## src/rtl/cex_pkg.sv

```systemverilog
// Shared types and constants for the counterexample capture block.
// State encoding, default word length, and event counter width.
package cex_pkg;

   localparam int CEX_MAX_LEN = 32;
   localparam int CNT_W       = 16;

   typedef enum logic [1:0] {
      ST_IDLE = 2'd0,
      ST_RUN  = 2'd1,
      ST_HOLD = 2'd2,
      ST_FULL = 2'd3
   } cex_state_t;

endpackage

```

## src/rtl/cex_word_buf.sv

```systemverilog
// Symbol buffer: appends one bit per write at index len, synchronous clear, writes blocked by freeze.
// Latency 1 cycle per write; no backpressure, writes past MAX_LEN are dropped and flagged by full.
module cex_word_buf
   import cex_pkg::*;
#(
   parameter int MAX_LEN = CEX_MAX_LEN,
   parameter int LEN_W   = $clog2(MAX_LEN + 1)
) (
   input  logic               clk,
   input  logic               reset_n,
   input  logic               clr,
   input  logic               wr_en,
   input  logic               freeze,
   input  logic               sym,
   output logic [MAX_LEN-1:0] word,
   output logic [LEN_W-1:0]   len,
   output logic               full
);

   logic do_write;

   assign full     = (len == LEN_W'(MAX_LEN));
   assign do_write = wr_en && !freeze && !full;

   always_ff @(posedge clk or negedge reset_n) begin
      if (!reset_n) begin
         word <= '0;
         len  <= '0;
      end else if (clr) begin
         word <= '0;
         len  <= '0;
      end else if (do_write) begin
         // Decoded write keeps the index compare at LEN_W bits.
         for (int i = 0; i < MAX_LEN; i++) begin
            if (len == LEN_W'(i)) begin
               word[i] <= sym;
            end
         end
         len <= len + LEN_W'(1);
      end
   end

endmodule

```

## src/rtl/cex_capture.sv

```systemverilog
// Freezes the input prefix at the first accept divergence of two automata; optional CEX_COUNT_EN counter.
// Latency: cex_valid rises 1 cycle after the mismatching cycle; held until cex_valid && cex_ready.
// Backpressure: while a word is held, new sync_rst requests are dropped and reported on rst_missed.
module cex_capture
   import cex_pkg::*;
#(
   parameter int MAX_LEN = CEX_MAX_LEN,
   parameter int LEN_W   = $clog2(MAX_LEN + 1)
) (
   input  logic               clk,
   input  logic               reset_n,
   input  logic               sync_rst,
   input  logic               in_bit,
   input  logic               out1,
   input  logic               out2,
   output logic               cex_valid,
   input  logic               cex_ready,
   output logic [LEN_W-1:0]   cex_len,
   output logic [MAX_LEN-1:0] cex_word,
   output logic               cex_acc1,
   output logic               overflow,
   output logic               rst_missed,
   output logic [CNT_W-1:0]   mismatch_cnt
);

   cex_state_t         state;
   cex_state_t         state_nxt;
   logic [MAX_LEN-1:0] buf_word;
   logic [LEN_W-1:0]   buf_len;
   logic               buf_full;
   logic               in_run;
   logic               in_hold;
   logic               buf_clr;
   logic               agree;
   logic               diverge;
   logic               buf_wr;
   logic               ovf_set;
   logic               accept;

   assign in_run  = (state == ST_RUN);
   assign in_hold = (state == ST_HOLD);
   // A new word request outranks anything the RUN comparison would do this cycle.
   assign buf_clr = sync_rst && !in_hold;
   assign agree   = (out1 == out2);
   assign diverge = in_run && !sync_rst && !agree;
   assign buf_wr  = in_run && !sync_rst && agree;
   assign ovf_set = buf_wr && buf_full;
   assign accept  = cex_valid && cex_ready;

   cex_word_buf #(
      .MAX_LEN (MAX_LEN),
      .LEN_W   (LEN_W)
   ) u_word_buf (
      .clk     (clk),
      .reset_n (reset_n),
      .clr     (buf_clr),
      .wr_en   (buf_wr),
      .freeze  (in_hold),
      .sym     (in_bit),
      .word    (buf_word),
      .len     (buf_len),
      .full    (buf_full)
   );

   always_comb begin
      state_nxt = state;
      case (state)
         ST_HOLD: begin
            if (accept) begin
               state_nxt = ST_IDLE;
            end
         end
         ST_RUN: begin
            if (sync_rst) begin
               state_nxt = ST_RUN;
            end else if (!agree) begin
               state_nxt = ST_HOLD;
            end else if (buf_full) begin
               state_nxt = ST_FULL;
            end
         end
         default: begin
            if (sync_rst) begin
               state_nxt = ST_RUN;
            end
         end
      endcase
   end

   always_ff @(posedge clk or negedge reset_n) begin
      if (!reset_n) begin
         state      <= ST_IDLE;
         cex_valid  <= 1'b0;
         cex_len    <= '0;
         cex_word   <= '0;
         cex_acc1   <= 1'b0;
         overflow   <= 1'b0;
         rst_missed <= 1'b0;
      end else begin
         state      <= state_nxt;
         rst_missed <= in_hold && sync_rst;
         if (buf_clr) begin
            cex_len  <= '0;
            cex_word <= '0;
            cex_acc1 <= 1'b0;
            overflow <= 1'b0;
         end else if (diverge) begin
            cex_valid <= 1'b1;
            cex_len   <= buf_len;
            cex_word  <= buf_word;
            cex_acc1  <= out1;
         end else if (ovf_set) begin
            overflow <= 1'b1;
         end
         if (accept) begin
            cex_valid <= 1'b0;
         end
      end
   end

`ifdef CEX_COUNT_EN
   logic [CNT_W-1:0] cnt;

   always_ff @(posedge clk or negedge reset_n) begin
      if (!reset_n) begin
         cnt <= '0;
      end else if (diverge && (cnt != '1)) begin
         cnt <= cnt + CNT_W'(1);
      end
   end

   assign mismatch_cnt = cnt;
`else
   assign mismatch_cnt = '0;
`endif

endmodule

```

## config.mk

```make
export PLATFORM = sky130hd
export DESIGN_NAME = cex_capture
export DESIGN_NICKNAME = d
export VERILOG_FILES = /design/src/rtl/cex_pkg.sv /design/src/rtl/cex_word_buf.sv /design/src/rtl/cex_capture.sv
export SDC_FILE = /design/constraint.sdc
export NUM_CORES = 1
export LEC_CHECK = 0
export CORE_MARGIN = 1.5
export CORE_UTILIZATION = 53
export CTS_CLUSTER_SIZE = 16
export DETAILED_ROUTE_END_ITERATION = 8
export GPL_TIMING_DRIVEN = 1
export HOLD_SLACK_MARGIN = 0.1
export PLACE_DENSITY = 0.8
export SLEW_MARGIN = 10
export SYNTH_ARGS = -nofsm -noshare
export SYNTH_HDL_FRONTEND = slang
export SYNTH_HIERARCHICAL = 1
export SYNTH_SLANG_ARGS = --single-unit
export TNS_END_PERCENT = 5
```

## constraint.sdc

```tcl
create_clock -name clk -period 2.95 [get_ports clk]
set_clock_uncertainty 0.15 [all_clocks]
set_input_delay 0.59 -clock clk [delete_from_list [all_inputs] [get_ports clk]]
set_output_delay 0.59 -clock clk [all_outputs]
set_load 0.01 [all_outputs]
```

# == Yosys cells after proc, flatten, opt, wreduce, memory -nomap -nowiden ==
# Index checks and enable logic that the tools add are counted.
# classes
eq_ne,39
reduce_logical,86
n_mux,54
add_sub_neg,1
# ops
operator,count
$mux 32,4
$eq 6x5->1 const B,16
$reduce_bool 2->1,36
$reduce_and 2->1,34
$eq 6x4->1 const B,8
$mux 1,40
$eq 6x3->1 const B,4
$mux 6,4
$eq 6x2->1 const B,2
$mux 2,5
$logic_and 1x1->1,9
$add 6x1->6 const B,1
$eq 6x1->1 const B,1
$eq 6x6->1 const B,1
$logic_not 6->1,1
$logic_not 1->1,4
$ne 2x1->1 const B,2
$ne 4x4->1 const B,1
$pmux 2 s2,1
$reduce_and 3->1,1
$reduce_bool 3->1,1
$eq 2x1->1 const B,1
$eq 2x2->1 const B,1
$ne 2x2->1 const B,1
$eq 1x1->1,1
# totals
reg_bits,82
word_cells,220
output_inout_bits,58
in_bits,7

# == Logic depth before layout (Yosys ltp) ==
# depth
word_depth,7
depth_mapped,9
depth_no_buf,7

# == Modules after synthesis ==
# The synthesis kept the hierarchy.
# by_module_without_submodules
module,cells_per_inst,seq_area_each_um2,area_per_inst_um2,n_inst
cex_word_buf,195,950.9,2063.2,1
cex_capture,138,1101.1,1825.5,1

# == Worst setup path after synthesis ==
# Ideal clock, no wire load.
# synth_path
path_type,flip-flop to flip-flop
startpoint,reg u_word_buf.len[0]
endpoint,reg state[1]
stages_incl_launch_ff,9
setup_slack_ps,884
setup_ps,125
arrival_time_ps,1791
required_time_ps,2675
path_buffers,1
path_cell_list,dfrtp_1 > inv_1 > ha_1 > buf_4 > and3b_4 > and2_1 > nor3b_1 > a22oi_1 > mux2_2
# synth_between
elab_chain_len,3
# synth_rtl
element,line,source
start: declaration,cex_word_buf.sv:16,"output logic [LEN_W-1:0] len,"
start signal: assignment,cex_word_buf.sv:39,len <= len + LEN_W'(1);
$eq 6x6->1,cex_word_buf.sv:22,assign full = (len == LEN_W'(MAX_LEN));
via buf_full,cex_capture.sv:30,logic buf_full;
$ne 4x4->1 (no line),n/a,
$reduce_and 3->1 (no line),n/a,
end signal: assignment,cex_capture.sv:100,state <= state_nxt;
end: declaration,cex_capture.sv:26,cex_state_t state;
# The timed path passes the listed nets, and every way through them passes these cells.
# A chain may end at the register's enable or synchronous reset.

# == Final worst setup path ==
# layout_path
startpoint,reg state[0]
endpoint,reg cex_word[28]
# layout_between
elab_chain_len,4
# layout_rtl
element,line,source
$eq 2x2->1 (*),cex_capture.sv:41,assign in_hold = (state == ST_HOLD);
via in_hold,cex_capture.sv:32,logic in_hold;
$logic_not 1->1 (*),cex_capture.sv:43,assign buf_clr = sync_rst && !in_hold;
$logic_and 1x1->1 (*),cex_capture.sv:43,
via buf_clr,cex_capture.sv:33,logic buf_clr;
$mux 32 or $reduce_bool 2->1 (tied branches),n/a,
end signal: assignment,cex_capture.sv:110,cex_word <= buf_word;
end: declaration,cex_capture.sv:19,"output logic [MAX_LEN-1:0] cex_word,"
# The timed path passes the listed nets; every way through them passes the cells marked *.

==> results by group <==
Logic synthesis
  – Cell area after synthesis: 3890 um^2
  – Average size of a mapped cell: 11.7 um^2
  – Mapped Cells: 333
  – Synth area leaders: dfrtp_1 53%, a22o_1 8.6%, mux2i_1 8.2%, buf_4 3.9%, nand2_1 3.3%
  – Yosys cell types: 45
  – Dominant synthesized flop cell: dfrtp_1
  – EDFF count, synth: 0
  – Flops & latches, synth: 82
  – Warnings from Yosys: 6
  – Ys async rst share: 100%
  – Post-synth top area share: 52.8%
  – Seq/Total Area, Yosys: 52.8%
  – Leading area contributor after synthesis: dfrtp_1

Floorplan
  – Die Y: 88.7 um
  – # IOs: 65
  – Die area: 7860 um^2
  – Num rows: 31
  – Initial core utilization: 54.2%
  – Core area: 7180 um^2
  – Die width: 88.7 um

Final layout
  – Most common cell after layout, fill and taps aside: dfrtp_1
  – Final Non-Filler Cells: 481
  – Fraction of layout instances using a drive strength above 1: 11.8%
  – Commonest non-fill, non-tap cells in the layout: 82 x dfrtp_1, 47 x clkdlybuf4s50_1, 38 x a22o_1
  – FILL cells: 590
  – Nets: 391
  – # diodes: 0
  – P&R area growth vs syn: 16.0%

Drt
  – Vias: 2,656
  – Pre-Repair DR Iteration Count: 4
  – Routed Antenna Nets: 0
  – WL/cell: 16.0 um
  – Wirelength, routed: 7690 um
  – Iter 0 DRT Violations: 68
  – DRC: 0
  – Via density: 5.52

Critical path
  – Critical Path Start Type: register
  – Critical Path RT: 3.09 ns
  – Critical R2R Capture: cex_word[28]
  – Reg2reg path depth: 7
  – Crit-path max FO: 20
  – Worst Path Arrival: 2.70 ns
  – CP startpoint: state[0]
  – Register-to-register setup slack: 0.40 ns
  – Worst Setup End Kind: register
  – CP endpoint: cex_word[28]
  – Reg2Reg Launch Point: state[0]
  – Setup CP Type: reg -> reg

Timing
  – Worst Max-Slew Pin Slew: 0.997 ns
  – FMAX: 0.392 GHz
  – Final setup violation count: 0
  – Slew Limit Fails: 0
  – Min Tclk post-route: 2.55 ns
  – Hold Fails Final Rpt: 0
  – RSZ-0062 raised after global routing: no
  – Slew margin rel.: 33.5%
  – Final Cycle Share: 86.6%
  – Setup TNS: 0 ns

Global route
  – Largest net degree at the start of global routing: 83
  – Total GRT Usage: 21.6%
  – Grt ovf: 0
  – Vias in the first global route: 2,592
  – Initial antenna violation count: 0
  – First-pass GRT wire length: 12,700 um

Outcome
  – Status: complete, no violations

Clocking
  – Post-CTS Hold Fix Bufs: 0
  – Depth of the CTS H-tree: 3
  – Worst-Skew Late Latency: 0.36 ns
  – CTS max path bufs: 2
  – Root Buffer: clkbuf_8
  – Reg clk slew, reported paths: 0.08 ns
  – CTS Sinks: 82
  – CTS Buf Count: 9
  – CTS tree: done
  – Setup Fix Bufs, Post-CTS: 0
  – CTS resizes: 0

Place
  – Port bufs: 48
  – Final Wtd Congestion: 0.806
  – Placed Cells: 465
  – DP HPWL: 5070 um

Power and ir drop
  – Worst vdd ir: 343 uV
  – Leak: 0.00216 uW
  – Power per cell area: 517 nW/um^2

Worst hold path
  – Hold crit path type: in -> async

Job
  – Max cap viols: 0
kinds of logic (layout without fill, tap and decap cells):
kind of cell	after synthesis	count (layout)	synth area share, %
xor+xnor	2	2	0.451
simple gates	96	96	14.5
flops	82	82	52.8
fa+ha+maj	7	7	2.25
mux	33	33	8.53
other cells	1	16	0.0964
buf+inv	51	85	8.75
compound gates	61	61	12.7
final cells by class:
class                      count  area [um^2]  share of cell area (%)
inverter                      10         37.5                   0.832
clock inverter                 6         41.3                   0.915
clock buffer                  10          138                    3.05
multi-input combinational    215         1560                    34.6
sequential                    82         2050                    45.5
timing repair buffer          59          561                    12.4
tap                           99          124                    2.75
metal layers:
metal	vias to the layer above	global-route usage (%)	routed length, um
met2	72	33.3	3650
met5	-	0	0
met3	13	6.06	351
met1	1317	28.6	3560
li1	1254	-	-
met4	0	9.38	132
how the worst min path moves through the flow:
stage | slack (ns) | endpoint | start
final | 0.24 | cex_word[27] | reset_n
after global routing | 0.32 | cex_word[27] | reset_n
after CTS | 0.28 | cex_word[27] | reset_n
after detailed placement | 0.33 | cex_word[11] | cex_word[11]
after global placement | 0.33 | cex_word[24] | cex_word[24]
after floorplan | 0.14 | cex_acc1 | reset_n
cell usage after synthesis, types with 2 or more instances:
| cell | instances |
|---|---|
| dfrtp_1 | 82 |
| a22o_1 | 38 |
| nand2_1 | 34 |
| mux2i_1 | 32 |
| nand3_1 | 21 |
| buf_4 | 20 |
| buf_2 | 10 |
| inv_1 | 10 |
| nand3_2 | 10 |
| ha_1 | 7 |
| buf_6 | 6 |
| nor2_1 | 6 |
| a21oi_1 | 4 |
| clkbuf_1 | 4 |
| nand4_1 | 4 |
| o21ai_0 | 4 |
| and4_1 | 3 |
| nand2b_1 | 3 |
| nor2b_1 | 3 |
| a2111oi_0 | 2 |
| a22oi_1 | 2 |
| a311o_1 | 2 |
| a31oi_1 | 2 |
| and2_1 | 2 |
| or3_1 | 2 |
flip-flops by register name, summed over array words and instances (netlist names):
signal / flops
cex_acc1: 1
cex_len: 6
cex_valid: 1
cex_word: 32
overflow: 1
rst_missed: 1
state: 2
u_word_buf/len: 6
u_word_buf/word: 32
stage by stage:
step | total power, uW | setup slack (ns) | hold WS, ns | cell area (um^2) | util [%]
floorplan | 1510 | 0.884 | 0.144 | 3950 | -
global placement | 1600 | 0.267 | 0.333 | 4330 | 60.4
detailed placement | 1620 | 0.177 | 0.333 | 4330 | 60.4
CTS | 2350 | 0.389 | 0.279 | 4510 | 62.9
global route | 2450 | 0.204 | 0.315 | 4510 | 62.9
finish | 2330 | 0.396 | 0.243 | 4510 | 62.9
worst max-delay path, cell delays in order, from the launching register on:
cell	delay, ns
dfrtp_1	0.39
inv_1	0.08
ha_1	0.40
nand2b_1	0.21
inv_1	0.09
a21oi_2	0.62
buf_4	0.37
a22o_1	0.18
where the power goes:
part,internal (uW),leakage [uW],switching [uW],total [uW]
combinational,140,0.000939,269,409
sequential,1150,0.00114,32.6,1190
clock,328,0.0000847,408,736
total,1620,0.00216,709,2330
No activity file was read; power rests on OpenSTA's default activity.
